$ cat src/rtl/fetch_sequencer_pkg.sv
// Shared types for the fetch sequencer: run-state and next-PC source select.
package fetch_pkg;

    typedef enum logic [1:0] {
        IDLE,
        RUN,
        DONE
    } state_t;

    typedef enum logic [2:0] {
        NPC_HOLD,
        NPC_RET,
        NPC_CALL,
        NPC_ABS,
        NPC_REL,
        NPC_INC
    } npc_sel_t;

endpackage

$ cat src/rtl/fetch_sequencer_if.sv
// Control/handshake bundle between decoder, requester and the fetch sequencer.
interface fetch_sequencer_if #(
    parameter int unsigned D    = 12,
    parameter int unsigned OFFW = 6
);
    logic            req;
    logic            stall;
    logic            halt;
    logic            br_en;
    logic            call_en;
    logic            ret_en;
    logic            rel_en;
    logic [D-1:0]    target;
    logic [OFFW-1:0] rel_off;
    logic [D-1:0]    prog_ctr;
    logic            fetch_valid;
    logic            done;
    logic            busy;
    logic            err_ovf;
    logic            err_udf;

    modport master (
        output req, stall, halt, br_en, call_en, ret_en, rel_en, target, rel_off,
        input  prog_ctr, fetch_valid, done, busy, err_ovf, err_udf
    );

    modport slave (
        input  req, stall, halt, br_en, call_en, ret_en, rel_en, target, rel_off,
        output prog_ctr, fetch_valid, done, busy, err_ovf, err_udf
    );
endinterface

$ cat src/rtl/fetch_sequencer_ret_stack.sv
// Hardware return-address LIFO; push is ignored when full, pop when empty.
module ret_stack #(
    parameter int unsigned D      = 12,
    parameter int unsigned SDEPTH = 4
) (
    input  logic         i_clk,
    input  logic         i_rst_n,
    input  logic         i_clr,
    input  logic         i_push,
    input  logic         i_pop,
    input  logic [D-1:0] i_data,
    output logic [D-1:0] o_top,
    output logic         o_full,
    output logic         o_empty
);
    localparam int unsigned SPW = $clog2(SDEPTH + 1);
    localparam int unsigned AW  = (SDEPTH > 1) ? $clog2(SDEPTH) : 1;

    logic [D-1:0]   r_mem [SDEPTH];
    logic [SPW-1:0] r_sp;
    logic [AW-1:0]  w_wr_idx;
    logic [AW-1:0]  w_rd_idx;
    logic [SPW-1:0] w_sp_m1;

    assign w_sp_m1  = r_sp - 1'b1;
    assign w_wr_idx = AW'(r_sp);
    assign w_rd_idx = AW'(w_sp_m1);
    assign o_full   = (r_sp == SPW'(SDEPTH));
    assign o_empty  = (r_sp == '0);
    assign o_top    = o_empty ? '0 : r_mem[w_rd_idx];

    always_ff @(posedge i_clk or negedge i_rst_n) begin
        if (!i_rst_n) begin
            r_sp  <= '0;
            r_mem <= '{default: '0};
        end else if (i_clr) begin
            r_sp <= '0;
        end else if (i_push && !o_full) begin
            r_mem[w_wr_idx] <= i_data;
            r_sp            <= r_sp + 1'b1;
        end else if (i_pop && !o_empty) begin
            r_sp <= w_sp_m1;
        end
    end
endmodule

$ cat src/rtl/fetch_sequencer.sv
// Program counter and run-state owner: start/finish handshake, stall,
// absolute/relative branches and a call/return stack.
module fetch_sequencer
    import fetch_pkg::*;
#(
    parameter int unsigned D        = 12,
    parameter int unsigned OFFW     = 6,
    parameter int unsigned SDEPTH   = 4,
    parameter int unsigned START_PC = 0,
    parameter int unsigned HALT_PC  = 128
) (
    input  logic               clk,
    input  logic               reset,
    fetch_sequencer_if.slave   bus
);
    // A HALT_PC outside the D-bit range can never be reached.
    localparam bit           HALT_OK = (HALT_PC < (2 ** D));
    localparam logic [D-1:0] HALT_V  = D'(HALT_PC);
    localparam logic [D-1:0] START_V = D'(START_PC);

    state_t       r_state, w_state_nxt;
    npc_sel_t     w_sel;
    logic [D-1:0] r_pc, w_pc_nxt, w_pc_inc, w_pc_rel, w_stk_top;
    logic         r_ovf, r_udf;
    logic         w_ovf_set, w_udf_set, w_start;
    logic         w_push, w_pop, w_full, w_empty, w_at_halt;

    assign w_pc_inc  = r_pc + 1'b1;
    assign w_pc_rel  = r_pc + D'(signed'(bus.rel_off));
    assign w_at_halt = HALT_OK && (r_pc == HALT_V);

    ret_stack #(.D(D), .SDEPTH(SDEPTH)) u_ret_stack (
        .i_clk   (clk),
        .i_rst_n (reset),
        .i_clr   (w_start),
        .i_push  (w_push),
        .i_pop   (w_pop),
        .i_data  (w_pc_inc),
        .o_top   (w_stk_top),
        .o_full  (w_full),
        .o_empty (w_empty)
    );

    always_comb begin
        w_state_nxt = r_state;
        w_sel       = NPC_HOLD;
        w_start     = 1'b0;
        w_push      = 1'b0;
        w_pop       = 1'b0;
        w_ovf_set   = 1'b0;
        w_udf_set   = 1'b0;
        case (r_state)
            IDLE: begin
                if (bus.req) begin
                    w_state_nxt = RUN;
                    w_start     = 1'b1;
                end
            end
            RUN: begin
                if (bus.stall) begin
                    w_sel = NPC_HOLD;
                end else if (bus.halt || w_at_halt) begin
                    w_state_nxt = DONE;
                end else if (bus.ret_en) begin
                    if (w_empty) begin
                        w_udf_set = 1'b1;
                        w_sel     = NPC_INC;
                    end else begin
                        w_pop = 1'b1;
                        w_sel = NPC_RET;
                    end
                end else if (bus.call_en) begin
                    w_push    = !w_full;
                    w_ovf_set = w_full;
                    w_sel     = NPC_CALL;
                end else if (bus.br_en) begin
                    w_sel = NPC_ABS;
                end else if (bus.rel_en) begin
                    w_sel = NPC_REL;
                end else begin
                    w_sel = NPC_INC;
                end
            end
            DONE: begin
                if (!bus.req) w_state_nxt = IDLE;
            end
            default: w_state_nxt = IDLE;
        endcase
    end

    always_comb begin
        w_pc_nxt = r_pc;
        case (w_sel)
            NPC_RET:           w_pc_nxt = w_stk_top;
            NPC_CALL, NPC_ABS: w_pc_nxt = bus.target;
            NPC_REL:           w_pc_nxt = w_pc_rel;
            NPC_INC:           w_pc_nxt = w_pc_inc;
            default:           w_pc_nxt = r_pc;
        endcase
        if (w_start) w_pc_nxt = START_V;
    end

    always_ff @(posedge clk or negedge reset) begin
        if (!reset) begin
            r_state <= IDLE;
            r_pc    <= START_V;
            r_ovf   <= 1'b0;
            r_udf   <= 1'b0;
        end else begin
            r_state <= w_state_nxt;
            r_pc    <= w_pc_nxt;
            r_ovf   <= !w_start && (r_ovf || w_ovf_set);
            r_udf   <= !w_start && (r_udf || w_udf_set);
        end
    end

    assign bus.prog_ctr    = r_pc;
    assign bus.busy        = (r_state == RUN);
    assign bus.done        = (r_state == DONE);
    assign bus.fetch_valid = (r_state == RUN) && !bus.stall && !w_at_halt;
    assign bus.err_ovf     = r_ovf;
    assign bus.err_udf     = r_udf;
endmodule

$ cat src/flat_wrapper.sv
// flat-port wrapper written by rule: the top's interface ports become plain ports
module fetch_sequencer_flat import fetch_pkg::*;
#(
    parameter int unsigned D        = 12,
    parameter int unsigned OFFW     = 6,
    parameter int unsigned SDEPTH   = 4,
    parameter int unsigned START_PC = 0,
    parameter int unsigned HALT_PC  = 128
)
  (clk, reset, bus_req, bus_stall, bus_halt, bus_br_en, bus_call_en, bus_ret_en, bus_rel_en, bus_target, bus_rel_off, bus_prog_ctr, bus_fetch_valid, bus_done, bus_busy, bus_err_ovf, bus_err_udf);
  fetch_sequencer_if #(.D(D), .OFFW(OFFW)) bus_i ();
  input  logic clk;
  input  logic reset;
  input wire logic [$bits(bus_i.req)-1:0] bus_req;
  input wire logic [$bits(bus_i.stall)-1:0] bus_stall;
  input wire logic [$bits(bus_i.halt)-1:0] bus_halt;
  input wire logic [$bits(bus_i.br_en)-1:0] bus_br_en;
  input wire logic [$bits(bus_i.call_en)-1:0] bus_call_en;
  input wire logic [$bits(bus_i.ret_en)-1:0] bus_ret_en;
  input wire logic [$bits(bus_i.rel_en)-1:0] bus_rel_en;
  input wire logic [$bits(bus_i.target)-1:0] bus_target;
  input wire logic [$bits(bus_i.rel_off)-1:0] bus_rel_off;
  output wire logic [$bits(bus_i.prog_ctr)-1:0] bus_prog_ctr;
  output wire logic [$bits(bus_i.fetch_valid)-1:0] bus_fetch_valid;
  output wire logic [$bits(bus_i.done)-1:0] bus_done;
  output wire logic [$bits(bus_i.busy)-1:0] bus_busy;
  output wire logic [$bits(bus_i.err_ovf)-1:0] bus_err_ovf;
  output wire logic [$bits(bus_i.err_udf)-1:0] bus_err_udf;
  assign bus_i.req = bus_req;
  assign bus_i.stall = bus_stall;
  assign bus_i.halt = bus_halt;
  assign bus_i.br_en = bus_br_en;
  assign bus_i.call_en = bus_call_en;
  assign bus_i.ret_en = bus_ret_en;
  assign bus_i.rel_en = bus_rel_en;
  assign bus_i.target = bus_target;
  assign bus_i.rel_off = bus_rel_off;
  assign bus_prog_ctr = bus_i.prog_ctr;
  assign bus_fetch_valid = bus_i.fetch_valid;
  assign bus_done = bus_i.done;
  assign bus_busy = bus_i.busy;
  assign bus_err_ovf = bus_i.err_ovf;
  assign bus_err_udf = bus_i.err_udf;
  fetch_sequencer #(.D(D), .OFFW(OFFW), .SDEPTH(SDEPTH), .START_PC(START_PC), .HALT_PC(HALT_PC)) u_core (.clk(clk), .reset(reset), .bus(bus_i));
endmodule
$ cat config.mk
export PLATFORM = sky130hd
export DESIGN_NAME = fetch_sequencer_flat
export DESIGN_NICKNAME = d
export VERILOG_FILES = /design/src/rtl/fetch_sequencer_pkg.sv /design/src/rtl/fetch_sequencer_if.sv /design/src/rtl/fetch_sequencer_ret_stack.sv /design/src/rtl/fetch_sequencer.sv /design/src/flat_wrapper.sv
export SDC_FILE = /design/constraint.sdc
export NUM_CORES = 1
export LEC_CHECK = 0
export ABC_CLOCK_PERIOD_IN_PS = 2400
export BUFFER_PORTS_ARGS = -buffer_cell sky130_fd_sc_hd__clkbuf_2
export CAP_MARGIN = 20
export CORE_MARGIN = 1.5
export CORE_UTILIZATION = 53
export DETAILED_ROUTE_END_ITERATION = 10
export PLACE_DENSITY = 0.76
export REMOVE_ABC_BUFFERS = 1
export SLEW_MARGIN = 0
export SYNTH_ARGS = -nofsm -noshare
export SYNTH_HDL_FRONTEND = slang
export SYNTH_SLANG_ARGS = --single-unit
export TNS_END_PERCENT = 100
$ cat constraint.sdc
create_clock -name clk -period 2.4 [get_ports clk]
set_input_delay 0 -clock clk [delete_from_list [all_inputs] [get_ports clk]]
set_output_delay 0 -clock clk [all_outputs]
set_load 0.01 [all_outputs]
==> results.md, run 1 <==
- The clock arrives with ~0.010 ns of skew.
- The count of maximum capacitance violations is 0.
- The final critical-path setup slack is 0.02719 ns.
- The number of antenna cells inserted is 0.
- The portion of synthesized cell area occupied by the leading cell type is 41.89%.
- Among all flip-flop cells after synthesis, the most frequent one is sky130_fd_sc_hd__dfrtp_1.
- The number of failing setup endpoints in the final timing report is 0.
- The critical path data required time is 2.62 ns.
- The normalized max-slew margin is 60.22%.
- After clock tree synthesis, the clock-pin slew on the worst setup and hold paths is 0.07 ns.
- The die outline area is 8082 um^2.
- The synthesized netlist cell count is 419.
- The leakage power is around 2.2 nW.
- The netlist uses 52 different library cells.
- Yosys mapped a number of flops with a built-in enable equal to 0.
- Dividing the synthesized area by the synthesized cell count gives approximately 9.6 um^2.
- Entering global routing, the biggest net connects 31 pins.
- The clock period could shrink to around 2.4 ns.
- The routed layout has 3589 vias.
- The path category of the worst min-delay check is in -> reg.
- Timing would allow up to 421.4 MHz.
- After floorplanning, the core was divided into 31 placement rows.
- The final count of pins violating max slew is 0.
- The number of global-route vias before repair was 3610.
- The maximum fanout count along the critical path is 24.
- The highest ir drop seen on vdd is roughly 0.52 mV.
- Setup repair after global routing could not meet its margin everywhere.
- The CTS tree is yes.
- The critical path capture point type is a flip-flop.
- The fraction of the yosys area taken by sequential cells is 41.89%.
- The number of warnings reported in the yosys synthesis log is 0.
- The share of flip-flops with an asynchronous set or reset after synthesis is 100.0%.
- Yosys attributes the largest share of cell area to sky130_fd_sc_hd__dfrtp_1 42%, sky130_fd_sc_hd__mux4_2 6.8%, sky130_fd_sc_hd__o21ai_0 6.1%.
- The proportion of layout cells with a drive suffix above 1 is 25.90%.
- The overall die height is 89.90 um.
- In the routed layout, each cell is associated on average with a via count of 6.012.
- Pin placement for this block handled 44 I/O pins.
- Among all stages on the critical path, the largest delay is contributed by sky130_fd_sc_hd__a311oi_4.
- The total power per unit cell area is between 1000 and 1500 nW/um^2.
- The final critical path takes up a little over nine tenths of the cycle.
- The cell type contributing the most total cell area after synthesis is sky130_fd_sc_hd__dfrtp_1.
- In this run, the number of DRC markers left after iteration 0 of detailed routing was about 230.
- The H-tree depth is 3.
- The buffer depth of the longest clock path is 2.
- Once the floorplan was initialized, standard cells occupied 54.89% of the core.
- The kind of start point of the critical path is a flip-flop.
- The initial antenna violation count is 0.
- The first global-routing pass estimated about 18000 um of wire.
- The first detailed-routing pass ran for 5 iterations.
- Summed over all layers, the global routing overflow is 0.
- The congestion estimate from routability-driven global placement came to between 0.9 and 1.
- The count of cells along the worst register-to-register path is 9.
- The worst reg-to-reg setup slack is 0.03 ns.
- The setup path with the least slack is of type reg -> reg.
- The post-synthesis sequential element count is 67.
- The critical path goes through inv_1, ha_1, nor3b_2, buf_4, a311oi_4, buf_4, nand3_1, buf_12, mux2_2.
- The run finished with clean final reports.
- At the later pin of the worst-skew pair, clock insertion delay measures between 0.3 and 0.4 ns.
- In this run the standard cell core region covers 7292 um^2.
- In this run the tool buffered the top-level ports with 43 buffer cells.
- The routed wirelength normalized by instance count is 18.01 um.
- The layout filler cell count is 593.
- For the pin with the worst max-slew slack, the measured transition is 0.5947 ns.
- At the end of the flow the core is filled with cells to 66.20%.
- The count of endpoints failing hold in the final timing report is 0.
- The total clock buffers created by CTS is 9.
- The pre-CTS worst setup slack is roughly 0.097 ns.
- For this run, the post-layout net count is 539.
- The data arrival time at the worst-slack endpoint is 2.59 ns.
- The root buffer cell chosen for the clock tree is sky130_fd_sc_hd__clkbuf_8.
- The depth of the worst hold-timing path is 3.
- For this run, the slowest stage of the critical path takes 0.45 ns.
- sky130_fd_sc_hd__dfrtp_1 is the most common cell in the netlist.
- Relative to the synthesized area, the layout overhead comes to 20.60%.
- The remaining routing DRC violations is 0.
- In the synthesized netlist, the cells that appear most often are 67 x sky130_fd_sc_hd__dfrtp_1, 49 x sky130_fd_sc_hd__o21ai_0, 48 x sky130_fd_sc_hd__nand2_1, 39 x sky130_fd_sc_hd__a21oi_1, 33 x sky130_fd_sc_hd__nor2_1.
- The number of sinks handled by clock tree synthesis is 67.
- Wires add up to 10750 um.
- Summed over all nets, the half-perimeter wirelength after detailed placement is 8028 um.
- The most numerous cell type found on the critical path is sky130_fd_sc_hd__buf_4.
- In this run the remaining antenna-violating nets after routing total 0.
- The width of the die is between 80 and 90 um.
- Global routing used 27.76% of the available tracks across all layers.
- The mapped cell area is roughly 4000 um^2.
placed cells by master (no fill, tap or decap), drive strengths merged, types with 6 or more instances in the layout:
master and count:
mux4 12, inv 13, nor2 34, nor3 6, dfrtp 67, a21oi 39
o21ai 51, ha 18, xnor2 15, buf 39, mux2 7, nand3 14
clkbuf 53, a31oi 6, nand2 48, mux2i 6
critical path: cells and delay by family (launching register included):
kind / cells / cell delay (ns)
flip-flops: 1 / 0.38
AO/OA/AOI/OAI: 1 / 0.45
buffers and inverters: 4 / 0.65
multiplexers: 1 / 0.27
adder cells (fa/ha/maj): 1 / 0.21
AND/OR/NAND/NOR: 2 / 0.29
path summary, 6_finish.rpt:
kind | startpoint | end
worst max-delay path | u_core.bus.prog_ctr[0] | u_core.u_ret_stack.r_mem[1]
worst min-delay path | bus_target[0] | u_core.bus.prog_ctr[0]
worst max register to register | u_core.bus.prog_ctr[0] | u_core.u_ret_stack.r_mem[1]
worst min register to register | u_core.u_ret_stack.r_mem[5] | u_core.u_ret_stack.r_mem[5]
max in group asynchronous | reset | u_core.u_ret_stack.r_mem[25]
min in group asynchronous | reset | u_core.u_ret_stack.r_mem[8]
logic make-up after synthesis:
kind of cell	after synthesis	share of synthesized area, %
compound gates	126	18.88
fa+ha+maj	19	6.127
xor+xnor	20	4.376
buf+inv	34	3.501
flops	67	41.89
mux	25	10.22
simple gates	128	15.01
area by class of cell:
type | count | area (um^2) | share of cell area (%)
clock inverters | 5 | 60.06 | 1.244
multi-input cells | 318 | 2201 | 45.59
inverters | 12 | 45.04 | 0.9331
repair buffers | 85 | 569.3 | 11.79
well taps | 99 | 123.9 | 2.566
flip-flops and latches | 67 | 1677 | 34.73
clock buffers | 11 | 151.4 | 3.136
per-layer routing:
layer  vias to the layer above  GRT usage, %  routed length [um]
li1                       1658             -                   -
met1                      1719         40.23                4846
met2                       182         41.79                4721
met3                        30         4.738                 864
met4                         0         10.71                 320
met5                         -             0                   0
stage by stage:
stage / area, um^2 / hold slack, ns / std cells / setup TNS, ns / power [mW]
6_report: 4827 / 0.03476 / 597 / 0 / 4.957
5_1_grt: 4827 / 0.05805 / 597 / -0.3565 / 5.267
4_1_cts: 4793 / 0.02292 / 595 / 0 / 4.910
3_5_place_dp: 4542 / -0.04834 / 575 / 0 / 3.915
3_3_place_gp: 4542 / -0.04597 / 575 / 0 / 3.833
2_1_floorplan: 3908 / -0.2956 / 397 / -2.552 / 3.025
registers in the layout (all words and copies together) (netlist names):
signal	cells
u_core.bus.err_ovf	1
u_core.bus.err_udf	1
u_core.bus.prog_ctr	12
u_core.r_state	2
u_core.u_ret_stack.r_mem	48
u_core.u_ret_stack.r_sp	3
what timing repair did:
item	4_1_cts	5_1_grt
hold endpoints to repair	16	0
setup buffers	0	2
hold buffers	4	0
gates resized for setup	0	5
endpoints found under the setup margin	0	4
where the power goes:
| part | total, mW | internal, mW | switching [mW] |
|---|---|---|---|
| logic | 2.34 | 1.00 | 1.34 |
| registers | 1.63 | 1.42 | 0.212 |
| clock network | 0.987 | 0.540 | 0.447 |
| total | 4.96 | 2.96 | 2.00 |
(Power assumes the default switching activity.)
==> run 2: changes to the inputs <==
==> constraint.sdc (replaced) <==
create_clock -name clk -period 2.4 [get_ports clk]
set_input_delay 0.48 -clock clk [delete_from_list [all_inputs] [get_ports clk]]
set_output_delay 0.48 -clock clk [all_outputs]
set_load 0.01 [all_outputs]
==> results.md, run 2 (synthesized netlist as in run 1, its figures left out) <==
- The flow ran to the end, and the final reports show no timing, DRC or antenna violations.
- In this run the worst hold path is classified as in -> async.
- The total power per unit cell area is 1034 nW/um^2 (+0.72%).
- The DRC marker count from the first detailed-route iteration is 260 (+11%).
- The count of endpoints failing hold in the final timing report was 0 (unchanged).
- The clock transition at the registers of the reported paths was 0.07 ns (about the same).
- The proportion of power drawn by combinational gates is 47.6% (+0.4 points).
- The worst register-to-register path begins at u_core.bus.prog_ctr[0].
- The number of input and output port buffers inserted is 43 (unchanged).
- The insertion delay to the later sink of the worst-skew pair is 0.35 ns (about the same).
- Setup repair after global routing left no endpoint under its margin.
- The total clock buffers created by CTS is 9 (unchanged).
- The instance count after placement with tap cells included is 581 (+1.0%).
- The wire length after detailed routing is 10820 um (+0.64%).
- The sequential share of power is 32.7% (-0.2 points).
- The routed via count divided by cell count came to 5.992 (-0.33%).
- The overall die height was 89.90 um (unchanged).
- The slowest cell on the critical path is sky130_fd_sc_hd__dfrtp_1.
- The highest ir drop seen on vdd is 0.7235 mV (+39%).
- The largest clock skew in the final design was 0.007559 ns (-0.002775 ns).
- The area occupied by multi-input gates came to 2202 um^2 (about the same).
- The global placement routability congestion came to 0.9188 (-2.7%).
- The buffer depth of the longest clock path is 2 (unchanged).
- The final critical path time including I/O delays and setup was 2.315 ns (-0.05753 ns).
- The final count of pins violating max slew was 0 (unchanged).
- The via count is 3583 (-0.17%).
- STA classifies the critical path startpoint as a flip-flop.
- The worst-case hold slack was 0.1473 ns (+0.1125 ns).
- The net switching component of the power came to 1.996 mW (-0.13%).
- The stage delay of the slowest cell on the critical path was 0.38 ns (-0.07 ns).
- The critical path data required time is 2.60 ns (-0.02 ns).
- The data arrival time at the worst-slack endpoint is 2.51 ns (-0.08 ns).
- The count of maximum capacitance violations is 0 (unchanged).
- The maximum fanout count along the critical path is 12 (-50%).
- The final design instance area without fill is 4843 um^2 (+0.34%).
- The post-cts hold buffer count is 0 (-4).
- In the layout the commonest cells are 66 x sky130_fd_sc_hd__dfrtp_1, 48 x sky130_fd_sc_hd__nand2_1, 48 x sky130_fd_sc_hd__o21ai_0.
- The count of cells along the worst register-to-register path was 10 (+1).
- The transition time at the pin with the least slew margin is 0.5925 ns (-0.002226 ns).
- The all-layer global routing usage is 28.10% (+0.35 points).
- The sequential cell area came to 1678 um^2 (about the same).
- The initial antenna violation count was 0 (unchanged).
- The starting density of the core is 54.89% (unchanged).
- The layout filler cell count is 597 (+0.67%).
- The remaining routing DRC violations is 0 (unchanged).
- The signal on the critical path passes through inv_1, ha_1, nor3b_2, buf_4, a311oi_4, buf_4, nand3_1, buf_4, nand2_1, o21ai_0.
- The proportion of layout cells with a drive suffix above 1 was 27.05% (+1.2 points).
- The leakage power is 2.197 nW (+0.21%).
- The top cell family by delay on the critical path is buffers and inverters.
- The top-level I/O count is 44 (unchanged).
- The normalized max-slew margin is 60.21% (about the same).
- The global-route wire length before repair was 17710 um (-0.73%).
- The post-route setup TNS is 0 ns (unchanged).
- The highest attainable clock frequency came to 431.9 MHz (+2.5%).
- The sum of buffers and inverters on the critical path is 4 (unchanged).
- The width of the die is 89.90 um (unchanged).
- The routed wirelength normalized by instance count is 18.10 um (+0.47%).
- The first-pass detailed-route iteration total is 4 (-1).
- The placed wire-length estimate is 8225 um (+2.4%).
- The number of failing setup endpoints in the final timing report was 0 (unchanged).
- The flip-flop count of the largest register after layout is 48 (unchanged).
- The number of cell rows is 31 (unchanged).
- The kind of critical path is reg -> reg.
- The number of antenna cells inserted is 0 (unchanged).
- The core area was 7292 um^2 (unchanged).
- The share of the clock period used by the worst path after layout is 96.47% (-2.4 points).
- The clock share of power is 19.7% (-0.2 points).
- The library cell used most frequently in the layout, excluding fill and tap cells, is sky130_fd_sc_hd__dfrtp_1.
- The die outline area is 8082 um^2 (unchanged).
- The largest net degree at the start of global routing is 68 (+120%).
- The overflow left after global routing was 0 (unchanged).
- The number of nets in the finished design came to 541 (+0.37%).
- The overall power consumption is 5.009 mW (+1.1%).
- The worst reg-to-reg setup slack is 0.08 ns (+0.06 ns).
- The final cell count without fillers is 598 (+0.17%).
- STA classifies the critical path endpoint as a flip-flop.
- In this design, the critical path's most frequently occurring cell is sky130_fd_sc_hd__buf_4.
- The worst flop-to-flop path endpoint is u_core.u_ret_stack.r_mem[7].
- TritonCTS built the clock tree.
- u_core.u_ret_stack.r_mem holds more flip-flops than any other register.
- The switching portion of total power is 39.85% (-0.47 points).
- The root buffer cell is sky130_fd_sc_hd__clkbuf_8.
- The internal power was 3.013 mW (+1.9%).
- The cell area after placement is 4599 um^2 (+1.3%).
- The number of global-route vias before repair is 3492 (-3.3%).
- The count of nets left with antenna violations after detail routing is 0 (unchanged).
- The H-tree depth was 3 (unchanged).
- The number of sinks handled by clock tree synthesis is 67 (unchanged).
- Compared with the post-synthesis result, the final layout area differs by 21.01%.
==> run 2: what timing repair did <==
action	in CTS	in global routing
gates resized for setup	0	6
setup buffers	0	2
setup endpoints to repair	0	5
==> run 2: worst register-to-register path, stage by stage (launching register included) <==
cell	delay [ns]
sky130_fd_sc_hd__dfrtp_1	0.38
sky130_fd_sc_hd__inv_1	0.09
sky130_fd_sc_hd__ha_1	0.21
sky130_fd_sc_hd__nor3b_2	0.17
sky130_fd_sc_hd__buf_4	0.15
sky130_fd_sc_hd__a311oi_4	0.38
sky130_fd_sc_hd__buf_4	0.20
sky130_fd_sc_hd__nand3_1	0.19
sky130_fd_sc_hd__buf_4	0.25
sky130_fd_sc_hd__nand2_1	0.07
sky130_fd_sc_hd__o21ai_0	0.08
==> run 2: worst max-delay path by stage <==
stage | start | slack, ns | depth (start not counted) | endpoint
after floorplan | u_core.bus.prog_ctr[0] | -0.25 | 7 | u_core.u_ret_stack.r_mem[37]
after global placement | bus_rel_off[0] | 0.03 | 9 | u_core.bus.prog_ctr[10]
after detailed placement | bus_rel_off[0] | -0.04 | 9 | u_core.bus.prog_ctr[6]
after CTS | u_core.bus.prog_ctr[0] | 0.03 | 7 | bus_fetch_valid
after global routing | u_core.bus.prog_ctr[0] | 0.005 | 9 | u_core.bus.prog_ctr[9]
final | u_core.bus.prog_ctr[0] | 0.08 | 10 | u_core.u_ret_stack.r_mem[7]
==> run 2: final cells by class <==
type / instances / area share (%)
multi-input cells: 318 / 45.47
flip-flops and latches: 67 / 34.64
repair buffers: 87 / 12.04
clock buffers: 12 / 3.410
well taps: 99 / 2.557
clock inverters: 3 / 0.9558
inverters: 12 / 0.9300
==> run 2: stage by stage <==
stage	util [%]	worst slack, ns
after floorplan	-	-0.2463
after global placement	63.07	0.03262
after detailed placement	63.07	-0.04024
final	66.42	0.08473
after global routing	66.42	0.005364
after CTS	65.97	0.03239
==> run 2: layer usage <==
layer  routed length [um]  GRT usage (%)
met1                 4812          38.64
met2                 4914          43.19
met3                  799          6.768
met4                  297          10.85
met5                    0              0
==> run 2: power by group through the flow <==
stage	sequential [mW]	clock, mW	combinational (mW)
finish	1.64	0.985	2.39
global route	1.67	1.04	2.61
CTS	1.63	0.997	2.33
detailed placement	1.65	0	2.33
global placement	1.63	0	2.24
floorplan	1.73	0	1.29
